<file path="src/rtl/bit_load_pkg.sv">
// Shared types and defaults for the bit-load arbiter.
// Optional parity state exists only when BIT_LOAD_PARITY_EN is defined.
package bit_load_pkg;

    localparam int WORD_W_DEF = 16;
    localparam int CNT_W_DEF  = 4;

`ifdef BIT_LOAD_PARITY_EN
    typedef enum logic [1:0] {
        IDLE   = 2'd0,
        SHIFT  = 2'd1,
        PARITY = 2'd2
    } state_t;
`else
    typedef enum logic {
        IDLE  = 1'b0,
        SHIFT = 1'b1
    } state_t;
`endif

endpackage

</file>
<file path="src/rtl/bit_load_arbiter_rr.sv">
// Two-way round-robin grant: the requester not served last wins a tie.
// Ports: req[1:0] requests, last = index served last, grant[1:0] one-hot.
module rr_arbiter2 (
    input  logic [1:0] req,
    input  logic       last,
    output logic [1:0] grant
);

    always_comb begin
        grant = 2'b00;
        unique case (1'b1)
            (req[0] && (!req[1] || last)): grant = 2'b01;
            (req[1] && (!req[0] || !last)): grant = 2'b10;
            default: grant = 2'b00;
        endcase
    end

endmodule

</file>
<file path="src/rtl/bit_load_arbiter.sv">
// Serialises words from two requesters LSB-first into the coding queue.
// Ports: clk, rst_n (async low); req0/req1, word0/word1 in, ack0/ack1 out;
//        queue_full in; bit_output, wrreq, busy out.
// Macro BIT_LOAD_PARITY_EN appends one even-parity bit after each word.
module bit_load_arbiter
    import bit_load_pkg::*;
#(
    parameter int WORD_W = WORD_W_DEF,
    parameter int CNT_W  = CNT_W_DEF
) (
    input  logic              clk,
    input  logic              rst_n,
    input  logic              req0,
    input  logic              req1,
    input  logic [WORD_W-1:0] word0,
    input  logic [WORD_W-1:0] word1,
    output logic              ack0,
    output logic              ack1,
    input  logic              queue_full,
    output logic              bit_output,
    output logic              wrreq,
    output logic              busy
);

    localparam logic [CNT_W-1:0] LAST_IDX = CNT_W'(WORD_W - 1);

    state_t            state;
    state_t            state_d;
    logic [WORD_W-1:0] word_q;
    logic [WORD_W-1:0] word_d;
    logic [CNT_W-1:0]  index;
    logic [CNT_W-1:0]  index_d;
    logic              last;
    logic              last_d;
    logic              ack0_d;
    logic              ack1_d;
    logic              wrreq_d;
    logic              bit_d;
    logic [1:0]        grant;

    rr_arbiter2 u_rr (
        .req   ({req1, req0}),
        .last  (last),
        .grant (grant)
    );

    always_ff @(posedge clk or negedge rst_n) begin
        if (!rst_n) begin
            state      <= IDLE;
            word_q     <= '0;
            index      <= '0;
            last       <= 1'b1;
            ack0       <= 1'b0;
            ack1       <= 1'b0;
            wrreq      <= 1'b0;
            bit_output <= 1'b0;
        end else begin
            state      <= state_d;
            word_q     <= word_d;
            index      <= index_d;
            last       <= last_d;
            ack0       <= ack0_d;
            ack1       <= ack1_d;
            wrreq      <= wrreq_d;
            bit_output <= bit_d;
        end
    end

    // wrreq defaults low, so the IDLE cycle after the last write is
    // always a bubble even when a new grant happens at that edge.
    always_comb begin
        state_d = state;
        word_d  = word_q;
        index_d = index;
        last_d  = last;
        ack0_d  = 1'b0;
        ack1_d  = 1'b0;
        wrreq_d = 1'b0;
        bit_d   = bit_output;
        unique case (state)
            IDLE: begin
                if (|grant) begin
                    word_d  = grant[1] ? word1 : word0;
                    ack0_d  = grant[0];
                    ack1_d  = grant[1];
                    last_d  = grant[1];
                    index_d = '0;
                    state_d = SHIFT;
                end
            end
            SHIFT: begin
                if (!queue_full) begin
                    wrreq_d = 1'b1;
                    bit_d   = word_q[index];
                    if (index == LAST_IDX) begin
`ifdef BIT_LOAD_PARITY_EN
                        state_d = PARITY;
`else
                        state_d = IDLE;
`endif
                    end else begin
                        index_d = index + CNT_W'(1);
                    end
                end
            end
`ifdef BIT_LOAD_PARITY_EN
            PARITY: begin
                if (!queue_full) begin
                    wrreq_d = 1'b1;
                    bit_d   = ^word_q;
                    state_d = IDLE;
                end
            end
`endif
            default: state_d = IDLE;
        endcase
    end

    assign busy = (state != IDLE);

endmodule
</file>
<file path="config.mk">
export PLATFORM = sky130hd
export DESIGN_NAME = bit_load_arbiter
export DESIGN_NICKNAME = d
export VERILOG_FILES = /design/src/rtl/bit_load_pkg.sv /design/src/rtl/bit_load_arbiter_rr.sv /design/src/rtl/bit_load_arbiter.sv
export SDC_FILE = /design/constraint.sdc
export NUM_CORES = 1
export LEC_CHECK = 0
export CAP_MARGIN = 20
export CORE_AREA = 2 2 52 59
export CTS_BUF_LIST = sky130_fd_sc_hd__clkbuf_4 sky130_fd_sc_hd__clkbuf_8
export DETAILED_ROUTE_END_ITERATION = 8
export DIE_AREA = 0 0 54 61
export PLACE_DENSITY_LB_ADDON = 0.15
export SETUP_SLACK_MARGIN = 0.2
export SLEW_MARGIN = 20
export SYNTH_ARGS = -nofsm -noshare
export SYNTH_HDL_FRONTEND = slang
export SYNTH_SLANG_ARGS = --single-unit
</file>
<file path="constraint.sdc">
create_clock -name clk -period 4.6 [get_ports clk]
set_input_delay 0.69 -clock clk [delete_from_list [all_inputs] [get_ports clk]]
set_output_delay 0.69 -clock clk [all_outputs]
set_load 0.005 [all_outputs]
</file>
# Yosys cells after proc, flatten, opt, wreduce, memory -nomap -nowiden
# Cells that the tools add are included.
# totals
output_inout_bits	5
in_bits	37
ff_bits	26
# op_classes
n_reduce_logical	11
bitwise	2
n_eq_ne	4
n_mux	18
magnitude_cmp	1
n_addsub	1
# op_table
cell	count
16-bit two-way mux	1
4-bit two-way mux	3
1-bit two-way mux	10
4-bit one-hot mux with 2 select lines	1
2-bit != test, second input constant	3
4-bit by 5-bit less-than comparator with 1-bit output, second input constant	1
4-bit by 1-bit adder with 4-bit output, second input constant	1
1-bit binary-select mux with 4-bit select	1
4-bit equality test, second input constant	1
2-bit one-hot mux with 2 select lines	1
2-bit AND reduction	2
1-bit zero test	3
3-bit AND reduction	1
1-bit logical AND	2
1-bit logical OR	2
1-bit NOT	2
1-bit one-hot mux with 2 select lines	1
2-bit OR reduction	1

# Depth between registers and ports, before layout
# depth
word_depth	7
mapped_depth	5
ltp_nobuf	5

# Modules after synthesis
# A second synthesis with hierarchy kept.
# unflattened
cells_unflattened	125
hier_area_um2	1323.8
# by_module_without_submodules
mod	cells_per_inst	n_inst	area_per_inst_um2
bit_load_arbiter	122	1	1305.0
rr_arbiter2	3	1	18.8

# Worst setup path before layout
# OpenSTA, ideal clock, no wires.
# synth_path
path_kind	input to register
startpoint	in req1
endpoint	reg word_q[3]
path_stages	5
arrival_time_ns	1.497
path_buffers	2
path_slack_ns	2.971
setup_time_ns	0.132
cell_sequence	a21boi_1 > buf_2 > buf_4 > mux2i_1 > o21ai_1
# synth_between
elab_chain_len	6
elab_cells_between_ends	8
classes_between	mux: 2; reduce/logical: 6
# synth_rtl
element	line_no	source
from (decl)	bit_load_arbiter.sv:14	input logic req1,
1-bit zero test	bit_load_arbiter_rr.sv:12	(req[0] && (!req[1] || last)): grant = 2'b01;
1-bit logical OR	bit_load_arbiter_rr.sv:12	
1-bit logical AND	bit_load_arbiter_rr.sv:12	
2-bit one-hot mux with 2 select lines (*)	bit_load_arbiter_rr.sv:11	unique case (1'b1)
2-bit OR reduction	bit_load_arbiter.sv:82	if (|grant) begin
2-bit AND reduction (no source line)	n/a	
to (signal assigned)	bit_load_arbiter.sv:59	word_q <= word_d;
to (decl)	bit_load_arbiter.sv:29	logic [WORD_W-1:0] word_q;
# Every way passes the cells marked *; elsewhere a longest branch is shown, timed or not.
# A chain may end at the register's enable or synchronous reset.

# Final worst setup path
# layout_path
startpoint	in req1
endpoint	reg word_q[0]
# The elaborated chain is that of the path after synthesis.

==> impl_metrics.ini <==
[status]
status = finished, final reports clean

[clocking]
clkTransAtPathRegs_ns = 0.14
cts_sinks = 26
cts_resized = 0
numCtsBuffers = 3
clockBufferDepth = 2
cts-root-buf = clkbuf_4
cts_tree = done
post_cts_buffers = 0
clkLatencyLatePin_ns = 0.31
ctsHoldBuffers = 0
h-tree-depth = 1

[worst_setup_path]
cp-startpoint = req1
cp_top_family = compound AO/OA/AOI/OAI gates
r2r_setup_slack_ns = 2.90
r2r-start = index[0]$_DFFE_PN0P_
critPathCaptureType = register
worstSetupPathType = input pin to register
cp_slowest_stage_delay_ns = 0.64
slowest_stage = a21boi_4
crit_buf_inv = 1
crit_required_ns = 4.79
cp.depth = 4
cp_cell_sequence = clkdlybuf4s50_1 -> a21boi_4 -> mux2i_1 -> o21ai_1
crit_fanout = 17
r2r_cells = 4
start_kind = input pin
worst-endpoint-arrival_ns = 2.32

[grt]
overflow = 0
grt_pass1_vias = 1022
grt_use_met3_pct = 2.96
antenna_found_initial = 0
grt_pass1_wl_um = 4260
top_usage_layer = met2
use_met1_pct = 19.1
grt_max_degree = 35
track_usage_pct = 18.1
grtUsageMet2_pct = 34.3

[logic_synthesis]
synth.largest_area_cell = dfrtp_1
yosysWarnings = 0
synthCells = 124
synth_fp_nets = 162
netlist_top_cells_area = dfrtp_1, mux2i_1, o21ai_1
ys_types = 29
postSynthAreaPerCell_um2 = 10.7
synth_top_area_share_pct = 47.0
yosysSeqAreaShare_pct = 49.0
synth_seq_cells = 26
netlist_area_um2 = 1330

[finish]
final_cells = 194
drive_gt1_share_pct = 7.45
syn2layout_area_growth_pct = 34.1
num_antenna_cells = 0
stdcell_area_um2 = 1790
nets = 200
fin_util_pct = 66.1

[sta]
clock_skew_ns = 0.00201
fmax_ghz = 0.469
rsz0062_at_grt = false
period_share_pct = 46.4
final.min_clock_period_ns = 2.13
tightest_slew_ns = 0.753
maxSlewViolCount = 0
fin_ws_ns = 2.47
setup_viol = 0
setup_tns_ns = 0
relSlewSlack_pct = 49.6
finalHoldViolations = 0

[die]
io_pins = 42
dieArea_um2 = 3290
core_um2 = 2700
rows = 20
fp.dieH_um = 61
die_w_um = 54
initial_core_util_pct = 49.3

[routing]
drc = 0
postRouteAntennaNets = 0
wl_per_cell_um = 13.7
via_count = 1039
wl_um = 2660
drt_iter0_drc = 6
first_pass_iters = 2
routed_via_density = 5.36

[placed_design]
place_hpwl_um = 2000
dp_cells = 190
placed_area_um2 = 1740
pre_cts_slack_ns = 1.83
place_congestion = 0.722
port_buffers = 41

[hold_path]
hold_class = input pin to asynchronous set/reset pin

[run]
drv_cap = 0

[pwr]
irDropWorstVdd_mv = 0.294
powerDensity_nw_per_um2 = 474
leakagePower_nw = 0.795
## final timing paths
path	end
setup / recovery	word_q[0]$_DFFE_PN0P_
hold / removal	index[1]$_DFFE_PN0P_
setup reg to reg	bit_output$_DFFE_PN0P_
hold reg to reg	word_q[1]$_DFFE_PN0P_
max in group asynchronous	word_q[10]$_DFFE_PN0P_
min in group clk	word_q[1]$_DFFE_PN0P_
## placed cells by master, fill, tap and decap left out, types with 2 or more instances in the layout
master	instances
a22o_1	2
a31oi_1	3
and2_1	3
clkbuf_4	3
clkdlybuf4s50_1	40
dfrtp_1	25
mux2i_1	18
mux4_1	3
nand2_1	22
nand4_1	3
nor2_1	2
o21ai_1	18
xnor2_1	2
## power breakdown
part | total (mW) | switching, mW | internal (mW)
Sequential | 0.420 | 0.0886 | 0.331
Clock | 0.115 | 0.0665 | 0.0483
Combinational | 0.311 | 0.121 | 0.190
## cells in the mapped netlist
| library cell | instances |
|---|---|
| a21boi_1 | 1 |
| a21oi_1 | 1 |
| a22o_1 | 2 |
| a31oi_1 | 3 |
| and2_1 | 3 |
| and3_1 | 1 |
| and3_2 | 1 |
| buf_2 | 2 |
| buf_4 | 1 |
| buf_6 | 2 |
| clkbuf_1 | 3 |
| dfrtp_1 | 25 |
| dfstp_2 | 1 |
| ha_1 | 1 |
| inv_2 | 1 |
| mux2_2 | 1 |
| mux2i_1 | 18 |
| mux4_1 | 3 |
| nand2_1 | 22 |
| nand2b_1 | 1 |
| nand3_1 | 1 |
| nand3b_1 | 1 |
| nand4_1 | 3 |
| nor2_1 | 2 |
| o211ai_1 | 1 |
| o21ai_1 | 19 |
| or2_2 | 1 |
| or3_1 | 1 |
| xnor2_1 | 2 |
## stage by stage
step	hold WS, ns	power, mW
floorplan	0.394	0.649
global placement	0.458	0.720
detailed placement	0.469	0.740
CTS	0.363	0.853
global route	0.364	0.917
finish	0.345	0.845
## area by class of cell
class                   count  area, µm²
clock buffers               4       36.3
well taps                  33       41.3
flip-flops and latches     26        652
repair buffers             41        405
multi-input cells          89        647
inverters                   1       3.75
fillers                   251        917
## flip-flops by register name, indices dropped and copies added (netlist names)
register,cells
ack1,1
index,4
bit_output,1
ack0,1
last,1
word_q,16
busy,1
wrreq,1
## cell families after synthesis
logic type / count (synthesis) / synth area share [%]
AND/OR/NAND/NOR: 37 / 13.0
flip-flops: 26 / 49.0
AO/OA/AOI/OAI: 27 / 11.4
multiplexers: 22 / 20.3
buffers and inverters: 9 / 4.14
XOR/XNOR: 2 / 1.32
adder cells (fa/ha/maj): 1 / 0.940
## routing by layer
layer	vias up	wire, µm
met1	495	1060
met3	2	124
li1	518	-
met4	0	29
met5	-	0
met2	24	1440
No activity file was read; power rests on OpenSTA's default activity.
